## config.mk

```make
export PLATFORM = sky130hd
export DESIGN_NAME = pipe_stage_skid_reg
export DESIGN_NICKNAME = d
export VERILOG_FILES = /design/src/rtl/pipe_stage_skid_reg.sv
export SDC_FILE = /design/constraint.sdc
export NUM_CORES = 1
export LEC_CHECK = 0
export ABC_AREA = 1
export BUFFER_PORTS_ARGS = -buffer_cell sky130_fd_sc_hd__buf_2
export CAP_MARGIN = 10
export CORE_UTILIZATION = 50
export DETAILED_ROUTE_END_ITERATION = 16
export GPL_TIMING_DRIVEN = 0
export PLACE_DENSITY = 0.9
export SYNTH_ARGS = -nofsm -noshare
export SYNTH_HDL_FRONTEND = slang
export SYNTH_SLANG_ARGS = --single-unit
```

## constraint.sdc

```tcl
create_clock -name clk -period 2.95 [get_ports clk]
set_input_delay 0.4425 -clock clk [delete_from_list [all_inputs] [get_ports clk]]
set_output_delay 0.4425 -clock clk [all_outputs]
set_load 0.02 [all_outputs]
```

## src/rtl/pipe_stage_skid_reg.sv

```systemverilog
// rtl/pipe_stage_skid_reg.sv - parametrised pipeline stage register with valid/ready, stall and flush
// PIPE_REG_SKID_EN selects the 2-entry skid buffer; undefined gives a single-entry stage.
module pipe_stage_skid_reg #(
  parameter int DATA_W = 64,
  parameter int CTRL_W = 8
) (
  input  logic              clk,
  input  logic              rst_n,
  input  logic              stall,
  input  logic              flush,
  input  logic              in_valid,
  output logic              in_ready,
  input  logic [DATA_W-1:0] in_data,
  output logic              out_valid,
  input  logic              out_ready,
  output logic [DATA_W-1:0] out_data,
  output logic [1:0]        occupancy
);

  // Encoding equals the entry count so occupancy is the state itself.
  typedef enum logic [1:0] {
    EMPTY = 2'd0,
    ONE   = 2'd1,
    FULL  = 2'd2
  } state_t;

  state_t            state;
  logic              main_v;
  logic              skid_v;
  logic              stall_eff;
  logic              in_fire;
  logic              out_fire;
  logic [DATA_W-1:0] main_d;
  logic [DATA_W-1:0] keep_mask;

  // Flush clears the control LSBs so a killed instruction can never commit.
  for (genvar i = 0; i < DATA_W; i++) begin : g_keep_mask
    assign keep_mask[i] = (i >= CTRL_W);
  end

  assign stall_eff = stall & ~flush;
  assign main_v    = (state != EMPTY);
  assign in_fire   = in_valid & in_ready;
  assign out_fire  = main_v & out_ready & ~stall_eff & ~flush;

  assign out_valid = main_v;
  assign out_data  = main_d;
  assign occupancy = state;

`ifdef PIPE_REG_SKID_EN
  logic [DATA_W-1:0] skid_d;

  assign skid_v   = (state == FULL);
  assign in_ready = rst_n & ~flush & ~stall_eff & ~skid_v;

  always_ff @(posedge clk or negedge rst_n) begin
    if (!rst_n) begin
      state  <= EMPTY;
      main_d <= '0;
      skid_d <= '0;
    end else if (flush) begin
      state  <= EMPTY;
      main_d <= main_d & keep_mask;
      skid_d <= skid_d & keep_mask;
    end else if (!stall_eff) begin
      case (state)
        EMPTY: begin
          if (in_fire) begin
            state  <= ONE;
            main_d <= in_data;
          end
        end
        ONE: begin
          if (in_fire && out_fire) begin
            main_d <= in_data;
          end else if (in_fire) begin
            state  <= FULL;
            skid_d <= in_data;
          end else if (out_fire) begin
            state <= EMPTY;
          end
        end
        FULL: begin
          if (out_fire) begin
            state  <= ONE;
            main_d <= skid_d;
          end
        end
        default: state <= EMPTY;
      endcase
    end
  end
`else
  assign skid_v   = 1'b0;
  assign in_ready = rst_n & ~flush & ~stall_eff & (~main_v | out_ready);

  // With one entry, an accept while ONE always coincides with a drain.
  always_ff @(posedge clk or negedge rst_n) begin
    if (!rst_n) begin
      state  <= EMPTY;
      main_d <= '0;
    end else if (flush) begin
      state  <= EMPTY;
      main_d <= main_d & keep_mask;
    end else if (!stall_eff) begin
      case (state)
        EMPTY: begin
          if (in_fire) begin
            state  <= ONE;
            main_d <= in_data;
          end
        end
        ONE: begin
          if (in_fire) begin
            main_d <= in_data;
          end else if (out_fire) begin
            state <= EMPTY;
          end
        end
        default: state <= EMPTY;
      endcase
    end
  end
`endif

endmodule
```

Word level (Yosys, flattened, before mapping)
Index checks and enable logic that the tools add are counted.
{ "classes": {"addsub": 0, "multipliers": 0, "div_mod_pow": 0, "magnitude_cmp": 0, "eq_ne": 5, "n_shift": 0, "n_mux": 10, "n_bitwise": 12, "n_reduce_logical": 8} }
{ "ops": {"columns": ["operator", "count"], "rows": [
  ["two-way mux 8 bit", 4],
  ["two-way mux 2 bit", 5],
  ["inequality test 3 bit, second input constant", 3],
  ["AND 1 bit", 8],
  ["AND reduction 4 bit", 2],
  ["nonzero test 2 bit", 3],
  ["case mux 2 bit (2 select lines)", 1],
  ["inverter 1 bit", 3],
  ["AND reduction 3 bit", 1],
  ["equality test 2 x 1 -> 1 bit, second input constant", 1],
  ["zero test 2 bit", 1],
  ["inequality test 2 bit, second input constant", 1],
  ["OR reduction 2 bit", 1],
  ["bitwise OR 1 bit", 1]
]} }
{ "totals": {"reg_bits": 66, "latch_bits": 0, "mem_bits_rw": 0, "romBits": 0, "inputBits": 70, "output_inout_bits": 68, "n_memories": 0} }

Depth between registers and ports, before layout
Gate-level depths: netlist (run 1).
{ "logic_depth": {"word_depth": 10, "depth_mapped": 8} }

Least setup slack after synthesis (run 1)
OpenSTA, ideal clock, no wires.
{ "synth_timing": {"path_type": "reg2out", "startpoint": "reg state[0] (netlist: occupancy[0])", "endpoint": "out in_ready", "arrival_time_ps": 1042, "t_required_ps": 2508, "path_slack_ps": 1465, "stages_incl_launch_ff": 6, "path_buffers": 2, "path_cell_list": "dfrtp_1 nand2_1 nand2_1 nor2_4 buf_12 buf_12"} }
{ "synth_via": {"elab_chain_len": 4} }
{ "synth_rtl": {"columns": ["element", "line", "rtl"], "rows": [
  ["from (decl)", "27", "state_t state;"],
  ["from (signal assigned)", "100", "state <= EMPTY;"],
  ["from (signal assigned)", "103", "state <= EMPTY;"],
  ["from (signal assigned)", "109", "state <= ONE;"],
  ["nonzero test 2 bit", "42", "assign main_v = (state != EMPTY);"],
  ["inverter 1 bit", "95", "assign in_ready = rst_n & ~flush & ~stall_eff & (~main_v | out_ready);"],
  ["bitwise OR 1 bit", "95", null],
  ["AND 1 bit", "95", null],
  ["to (decl)", "12", "output logic in_ready,"]
]} }
No other way between the ends.

Worst setup path after layout (run 1)
{ "layout_timing": {"startpoint": "in rst_n", "endpoint": "out in_ready"} }
{ "layout_via": {"elab_chain_len": 3} }
{ "layout_rtl": {"columns": ["element", "line", "rtl"], "rows": [
  ["from (decl)", "8", "input logic rst_n,"],
  ["AND 1 bit (3 in a row)", "95", null]
]} }
No other way between the ends.

==> results of run 1 <==
[power by group through the flow]
stage | logic (W) | registers, W | clock network [W]
after floorplan | 0.000186 | 0.00132 | 0
after global placement | 0.000626 | 0.00113 | 0
after detailed placement | 0.000646 | 0.00113 | 0
after CTS | 0.000646 | 0.00112 | 0.000700
after global routing | 0.000699 | 0.00114 | 0.000730
final | 0.000638 | 0.00112 | 0.000680
[layout by cell type (no fill, tap or decap)]
cell type	instances
nor2_2	1
conb_1	1
nand4_1	1
inv_2	1
clkbuf_8	12
nand3_2	49
buf_6	5
clkinv_2	3
o211ai_1	1
nor2_4	1
nand2_1	123
clkbuf_1	1
clkinv_1	1
dfrtp_1	65
inv_1	1
buf_4	5
nand3_1	23
buf_2	142
buf_12	6
[state kept, by name, indices dropped and copies added, names as in the netlist]
register   flops
out_data      64
occupancy      1
[cells in the mapped netlist]
master    count
clkinv_1      1
buf_4         4
nor2_4        1
conb_1        1
buf_6         5
inv_1         1
nand3_1      23
clkbuf_1      1
nand2_1     123
nand4_1       1
buf_12        6
o211ai_1      1
nor2_2        1
buf_2         7
dfrtp_1      65
nand3_2      49
inv_2         1
[per-layer routing]
metal	global-route usage, %	up-vias	share of wire (%)
met5	0	-	0
met4	8.18	0	1.3
met3	5.17	9	6.5
met2	39.5	97	48
met1	28.7	1176	45
li1	-	1224	-
[logic make-up (layout without fill, tap and decap cells)]
family          count (synthesis)  in the layout  share of synthesized area, %
compound gates                  1              1                         0.252
buf+inv                        26            177                          8.59
flops                          65             65                          54.5
other cells                     1              1                         0.126
simple gates                  198            198                          36.5
[worst max-delay path, delay by kind of cell]
| family | cells | cell delay (ns) |
|---|---|---|
| simple gates | 2 | 0.38 |
| buf+inv | 4 | 1.08 |
[layout make-up]
class                      count  area share, %
tap                           72           2.29
buffer                        23           6.23
clock buffer                  12           4.19
multi-input combinational    200           28.0
timing repair buffer         136           17.3
sequential                    65           41.3
inverter                       3          0.286
clock inverter                 3          0.381
[metrics by stage]
step | power (W) | std cells | hold WS, ns
3_5_place_dp | 0.00178 | 499 | 0.460
2_1_floorplan | 0.00150 | 291 | 0.147
6_report | 0.00244 | 514 | 0.202
5_1_grt | 0.00256 | 514 | 0.281
4_1_cts | 0.00246 | 514 | 0.233
3_3_place_gp | 0.00175 | 499 | 0.456
[worst max path at each step]
stage / startpoint / end / slack (ns)
after floorplan: occupancy[0] / in_ready / 1.47
after global placement: rst_n / in_ready / 0.005
after detailed placement: rst_n / in_ready / 0.51
after CTS: rst_n / in_ready / 0.51
after global routing: rst_n / in_ready / 0.37
final: rst_n / in_ready / 0.56
==> flow_summary.ini, run 1 <==
[synth]
yosysTopAreaCellShare_pct = 54.5
synth_area_um2 = 2990
syn-num-nets = 361
synth_cells = 291
ys_types = 17
yosys_register_bits = 65
yosys.area.top_type = dfrtp_1
ys_seq_area_share_pct = 54.5
syn_area_per_cell_um2 = 10.3
yosys_warnings = 0
synth.area.top_cells = dfrtp_1 54%, nand3_2 16%, nand2_1 15%

[clocking]
cts_buffers = 9
holdBufCountCts = 0
cts.htree.levels = 3
clk_latency_ns = 0.33
cts_tree = done
clock-root-buffer = clkbuf_8
post-cts-setup-buffers = 0
cts.sinks = 65
clk_path_buf_depth = 2
cts-resized-gates = 0
clkTransAtPathRegs_ns = 0.07

[global_route]
grt_remaining_overflow = 0
grt_pass1_vias = 2439
antenna_found_initial = 0
grt_max_degree = 68
track_usage_pct = 23.1
grt_pass1_wl_mm = 11.1

[timing]
fmax_mhz = 418
final-hold-violation-count = 0
grt_setup_unrepaired = no
finClkSkew_ns = 0.00462
tightest_slew_ns = 0.840
fin_crit_sh_pct = 81.1
fin_setup_tns_ns = 0
setup_violations = 0
slew_headroom_pct = 44.0
min_period_ns = 2.39
maxSlewViolCount = 0
finalWorstSetupSlack_ns = 0.559

[setup_path]
crit_type = in -> out
ff2ff_setup_slack_ns = 1.65
reg2reg_to = out_data[63]
rr_startpoint = occupancy[0]
reg2reg_depth = 7
start_kind = primary input
critPathMaxStageDelay_ns = 0.62
end_kind = primary output
slowest_stage = buf_4
critPathMaxFanout = 67
cp.arrival_ns = 1.95
path_cells = buf_4, nand2_1, nor2_4, buf_12, buf_12, buf_2
cp_common_cell = buf_12
crit_required_ns = 2.51

[floorplanning]
fp-row-count = 27
pin_count = 138
die_x_um = 79.3
die-area_um2 = 6280
die_height_um = 79.3
start_util_pct = 52.9
core_area_um2 = 5640

[route]
vias_per_cell = 4.88
ant_nets = 0
first_iter_violations = 101
drcViolationCount = 0
via_count = 2506
dr.pass1.iters = 4
routed_wl_mm = 6.81
routedWlPerCell_um = 13.2

[pwr]
seqPwrFrac_pct = 45.9
p_clk_share_pct = 27.9
power.density_nw_per_um2 = 619
p_int_w = 0.00163
vdd_drop_max_uv = 375
comb_power_share_pct = 26.2
switching_share_pct = 33.1
power.switching_w = 0.000806
p_leak_nw = 2.22

[worst_hold_path]
hold_class = in -> async

[outcome]
status = completed

[placed_design]
post-place-ws_ns = 0.507
gp_congestion = 0.709
place_hpwl_mm = 4.91
numPortBuffers = 136
placed_cell_area_um2 = 3760

[cells_and_area]
fill_cells = 434
drive_gt1_share_pct = 50.9
postLayoutCellArea_um2 = 3940
diodes = 0
multi_input_area_um2 = 1100
seq_area_um2 = 1630
nets = 508
utilization_pct = 69.8
area.growth.synth_to_final_pct = 31.9

[flow_run]
maxCapViolations = 0
(Power assumes the default switching activity.)
==> inputs of run 2 (changes only) <==
CORE_UTILIZATION = 42   (was 50)
PLACE_DENSITY = 0.81   (was 0.9)
clock period = 2 ns   (was 2.95 ns; I/O delays follow)
==> flow_summary.ini, run 2 (same netlist as run 1, synthesis figures left out) <==
[route]
via_count = 2552
ant_nets = 0
drcViolationCount = 0
routedWlPerCell_um = 13.3
first_iter_violations = 82
dr.pass1.iters = 6
routed_wl_mm = 7.21
vias_per_cell = 4.70

[floorplanning]
die_x_um = 86.3
die-area_um2 = 7450
fp-row-count = 30
core_area_um2 = 6830
die_height_um = 86.3
start_util_pct = 43.7
pin_count = 138

[cells_and_area]
mostFrequentLayoutCells = 142 x buf_2, 123 x nand2_1, 65 x dfrtp_1
diodes = 0
layout_commonest_cell = buf_2
drive_gt1_share_pct = 51.2
nets = 512
largest_reg_flops = 64
postLayoutCellArea_um2 = 4100
area.growth.synth_to_final_pct = 37.4

[timing]
finClkSkew_ns = 0.00449
maxSlewViolCount = 0
finalWorstSetupSlack_ns = 0.190
setup_violations = 0
timing.hold.ws_ns = 0.0196
min_period_ns = 1.81
fin_setup_tns_ns = 0
final-hold-violation-count = 0
fin_crit_sh_pct = 90.5
grt_setup_unrepaired = no
fmax_mhz = 552

[placed_design]
place_hpwl_mm = 5.00
post-place-ws_ns = -0.153
gp_congestion = 0.698
placed_cell_area_um2 = 3790
numPortBuffers = 136

[clocking]
post-cts-setup-buffers = 0
clkTransAtPathRegs_ns = 0.07
clk_path_buf_depth = 2
clk_latency_ns = 0.33
cts.sinks = 65
cts_tree = done
cts_buffers = 9
cts.htree.levels = 3
clock-root-buffer = clkbuf_8

[pwr]
seqPwrFrac_pct = 42.5
p_int_w = 0.00265
p_leak_nw = 2.27
comb_power_share_pct = 24.8
vdd_drop_max_uv = 519
switching_share_pct = 31.6
power.switching_w = 0.00122
power.density_nw_per_um2 = 944
p_clk_share_pct = 32.6

[outcome]
status = completed

[setup_path]
cp.arrival_ns = 1.51
crit_required_ns = 1.70
reg2reg_to = out_data[15]
start_kind = flop
endpoint = in_ready
ff2ff_setup_slack_ns = 0.78
rr_startpoint = occupancy[0]
critical_path.startpoint = occupancy[0]
crit_type = reg -> out
critPathMaxFanout = 10
reg2reg_depth = 7
end_kind = primary output

[global_route]
grt_pass1_vias = 2511
grt_remaining_overflow = 0
track_usage_pct = 19.7
grt_pass1_wl_mm = 11.4
antenna_found_initial = 0
grt_max_degree = 68

[flow_run]
maxCapViolations = 0

[worst_hold_path]
hold_class = in -> async
==> run 2: cell types whose count changed in the layout (fill, tap and decap cells not counted), sizes merged <==
cell / previous run / this run
dlygate4sd3: 0 / 1
bufinv: 0 / 2
clkinvlp: 0 / 1
buf: 158 / 160
clkinv: 4 / 3
==> run 2: cell type report <==
class                           count  area [um2]
Clock inverter                      5        77.6
Inverter                            3        11.3
Timing Repair Buffer              140         767
Fill cell                         611        2730
Multi-Input combinational cell    200        1100
Sequential cell                    65        1630
Tap cell                           96         120
Clock buffer                       11         151
Buffer                             23         245
==> run 2: per-stage QoR <==
step                      std cells  power [W]  utilization, %
after floorplan                 291    0.00222               -
after global placement          523    0.00259            55.4
after detailed placement        523    0.00262            55.5
after CTS                       539    0.00389            58.9
after global routing            543    0.00406            60.0
final                           543    0.00387            60.0
==> run 2: repair_timing <==
action / 4_1_cts / 5_1_grt
setup endpoints to repair: 1 / 1
endpoints found under the hold margin: 65 / 28
gates resized for setup: 1 / 1
==> run 2: power groups by stage <==
| stage | Sequential, W | Combinational [W] | Clock (W) |
|---|---|---|---|
| after floorplan | 0.00194 | 0.000274 | 0 |
| after global placement | 0.00166 | 0.000927 | 0 |
| after detailed placement | 0.00167 | 0.000951 | 0 |
| after CTS | 0.00165 | 0.000954 | 0.00129 |
| after global routing | 0.00167 | 0.00105 | 0.00134 |
| final | 0.00165 | 0.000962 | 0.00126 |
==> run 2: worst min-delay path by stage <==
stage              endpoint          from  cells after the start
2_1_floorplan  occupancy[0]         rst_n                      0
3_3_place_gp   out_data[12]  out_data[12]                      2
3_5_place_dp   out_data[19]         rst_n                      1
4_1_cts        out_data[19]         rst_n                      1
5_1_grt        out_data[19]         rst_n                      3
6_report       out_data[19]         rst_n                      3
==> run 2: routing by layer <==
metal	GRT usage (%)	wire [um]	vias to the layer above
met5	0	0	-
li1	-	-	1231
met4	7.73	74	0
met3	4.57	380	7
met2	32.7	3560	87
met1	25.1	3200	1227
==> run 2: worst max-delay path: stages (launching register included) <==
cell	delay [ns]
dfrtp_1	0.41
nand2_1	0.10
nand2_1	0.08
nor2_4	0.11
buf_12	0.16
buf_12	0.14
buf_2	0.16
==> inputs of run 3 (changes only) <==
--- a/config.mk
+++ b/config.mk
@@ -7,3 +7,2 @@
 export LEC_CHECK = 0
-export ABC_AREA = 1
 export BUFFER_PORTS_ARGS = -buffer_cell sky130_fd_sc_hd__buf_2
@@ -11,5 +10,6 @@
 export CORE_UTILIZATION = 42
+export CTS_BUF_LIST = sky130_fd_sc_hd__clkbuf_8
 export DETAILED_ROUTE_END_ITERATION = 16
 export GPL_TIMING_DRIVEN = 0
-export PLACE_DENSITY = 0.81
+export PLACE_DENSITY = 0.83
 export SYNTH_ARGS = -nofsm -noshare
--- a/constraint.sdc
+++ b/constraint.sdc
@@ -3,2 +3,2 @@
 set_output_delay 0.3 -clock clk [all_outputs]
-set_load 0.02 [all_outputs]
+set_load 0.1 [all_outputs]
==> flow_summary.ini, run 3 <==
[outcome]
status = completed

[floorplanning]
fp-row-count = 28
start_util_pct = 44.8
pin_count = 138
die-area_um2 = 6780
die_height_um = 82.4
core_area_um2 = 6060
die_x_um = 82.4

[synth]
synth_cells = 154
dominantRegCellSynth = dfrtp_1
synth_edf_count = 0
synth.area.top_cells = dfrtp_1 60%, mux2_4 27%, mux2_2 6.2%
yosys_warnings = 0
synth_area_um2 = 2710
syn-num-nets = 224
yosys_register_bits = 65
yosys.area.top_type = dfrtp_1
syn_area_per_cell_um2 = 17.6
yosysTopAreaCellShare_pct = 60.0
ys_types = 15
yosysMostFrequentCell = dfrtp_1
synth_common_cells = 65 x dfrtp_1, 49 x mux2_4, 15 x mux2_2
ys_seq_area_share_pct = 60.0
synthArstFlopShare_pct = 100

[timing]
finClkSkew_ns = 0.00987
fmax_mhz = 527
final-hold-violation-count = 0
grt_setup_unrepaired = no
setup_violations = 0
fin_crit_sh_pct = 94.9
min_period_ns = 1.90
finalWorstSetupSlack_ns = 0.102
maxSlewViolCount = 0

[placed_design]
dpl.cell_count = 366
place_hpwl_mm = 3.79
gp_congestion = 0.711
numPortBuffers = 136
placed_cell_area_um2 = 3510
post-place-ws_ns = -0.0748

[setup_path]
cp.arrival_ns = 1.60
slowest_stage = dlygate4sd3_1
end_kind = primary output
crit_type = in -> out
critPathMaxStageDelay_ns = 0.53
reg2reg_depth = 5
critPathMaxFanout = 4
critical-path-top-delay-family = buffers and inverters
crit_required_ns = 1.70
start_kind = primary input
critPathBufInv = 3
path_cells = dlygate4sd3_1, clkbuf_4, and3_2, buf_2
ff2ff_setup_slack_ns = 0.51
rr_startpoint = occupancy[0]
reg2reg_to = out_data[32]

[global_route]
grt_remaining_overflow = 0
grt_max_degree = 37
grt_pass1_vias = 1674
track_usage_pct = 15.1
grt_pass1_wl_mm = 7.50
antenna_found_initial = 0

[cells_and_area]
postLayoutCellArea_um2 = 3730
area.growth.synth_to_final_pct = 37.5
largest_reg_flops = 64
diodes = 0
nets = 374
drive_gt1_share_pct = 72.8
mostFrequentLayoutCells = 136 x buf_2, 65 x dfrtp_1, 49 x mux2_4
utilization_pct = 61.5
final_cells = 384
layout_commonest_cell = buf_2

[pwr]
total_power_w = 0.00545
vdd_drop_max_uv = 974
power.density_nw_per_um2 = 1460
p_leak_nw = 2.12

[route]
met1_length_mm = 2.18
via_count = 1756
wl_met3_um = 346
drcViolationCount = 0
vias_per_cell = 4.57
routedWlPerCell_um = 13.0
dr.pass1.iters = 4
ant_nets = 0
top_layer = met4
wl_met2_mm = 2.41
first_iter_violations = 32
routed_wl_mm = 5.00

[clocking]
clk_path_buf_depth = 2
cts_tree = done
cts_buffers = 9
cts.htree.levels = 3
clkTransAtPathRegs_ns = 0.07
cts.sinks = 65
clock-root-buffer = clkbuf_8
clk_latency_ns = 0.32

[flow_run]
maxCapViolations = 0

[worst_hold_path]
hold_class = in -> reg
hold_path.startpoint = in_data[19]
hold_end = out_data[19]
min_path_cells = 2
-- run 3: cell types whose count changed in the layout (fill, tap and decap cells not counted), sizes merged, moves of 3 or more --
cell | before | now
and2b | 0 | 3
buf | 160 | 146
mux2 | 0 | 64
nand2 | 123 | 1
nand3 | 72 | 0
nor2b | 0 | 5
-- run 3: final cells by class --
cell class / instances / area [um2]
fill: 471 / 2330
sequential: 65 / 1630
multi-input combinational: 80 / 1000
timing repair buffer: 139 / 733
clock buffer: 10 / 138
tap: 75 / 93.8
buffer: 9 / 83.8
clock inverter: 6 / 51.3
-- run 3: worst max path at each step --
| stage | from | to | cells past startpoint |
|---|---|---|---|
| after CTS | rst_n | in_ready | 3 |
| after global placement | rst_n | out_data[61] | 5 |
| after global routing | rst_n | in_ready | 4 |
| final | rst_n | in_ready | 4 |
| after floorplan | occupancy[0] | out_data[10] | 5 |
| after detailed placement | rst_n | out_data[10] | 5 |
-- run 3: what timing repair did --
action	in CTS	in global routing
setup endpoints to repair	0	1
hold buffers	0	2
hold endpoints to repair	0	29
gates resized for setup	0	1
buffers inserted	0	0
-- run 3: power by group --
| part | internal (W) | switching [W] |
|---|---|---|
| Combinational | 0.000537 | 0.00219 |
| Clock | 0.000592 | 0.000431 |
| Sequential | 0.00157 | 0.000128 |
| Total | 0.00270 | 0.00275 |
-- run 3: cells by family after synthesis --
family | after synthesis | synth area share [%]
flops | 65 | 60.0
buf+inv | 9 | 3.09
simple gates | 15 | 3.46
mux | 64 | 33.3
other cells | 1 | 0.138
-- run 3: per-layer routing --
metal  track usage (%)  vias up
met3              3.96        8
met5                 0        -
li1                  -      831
met4              6.84        0
met2              26.2       81
met1              17.4      836
-- run 3: per-stage QoR --
stage / hold slack, ns / TNS, ns
after floorplan: 0.00441 / 0
after global placement: 0.484 / -42.98
after detailed placement: 0.379 / -3.24
after CTS: 0.0265 / 0
after global routing: 0.187 / 0
final: 0.205 / 0
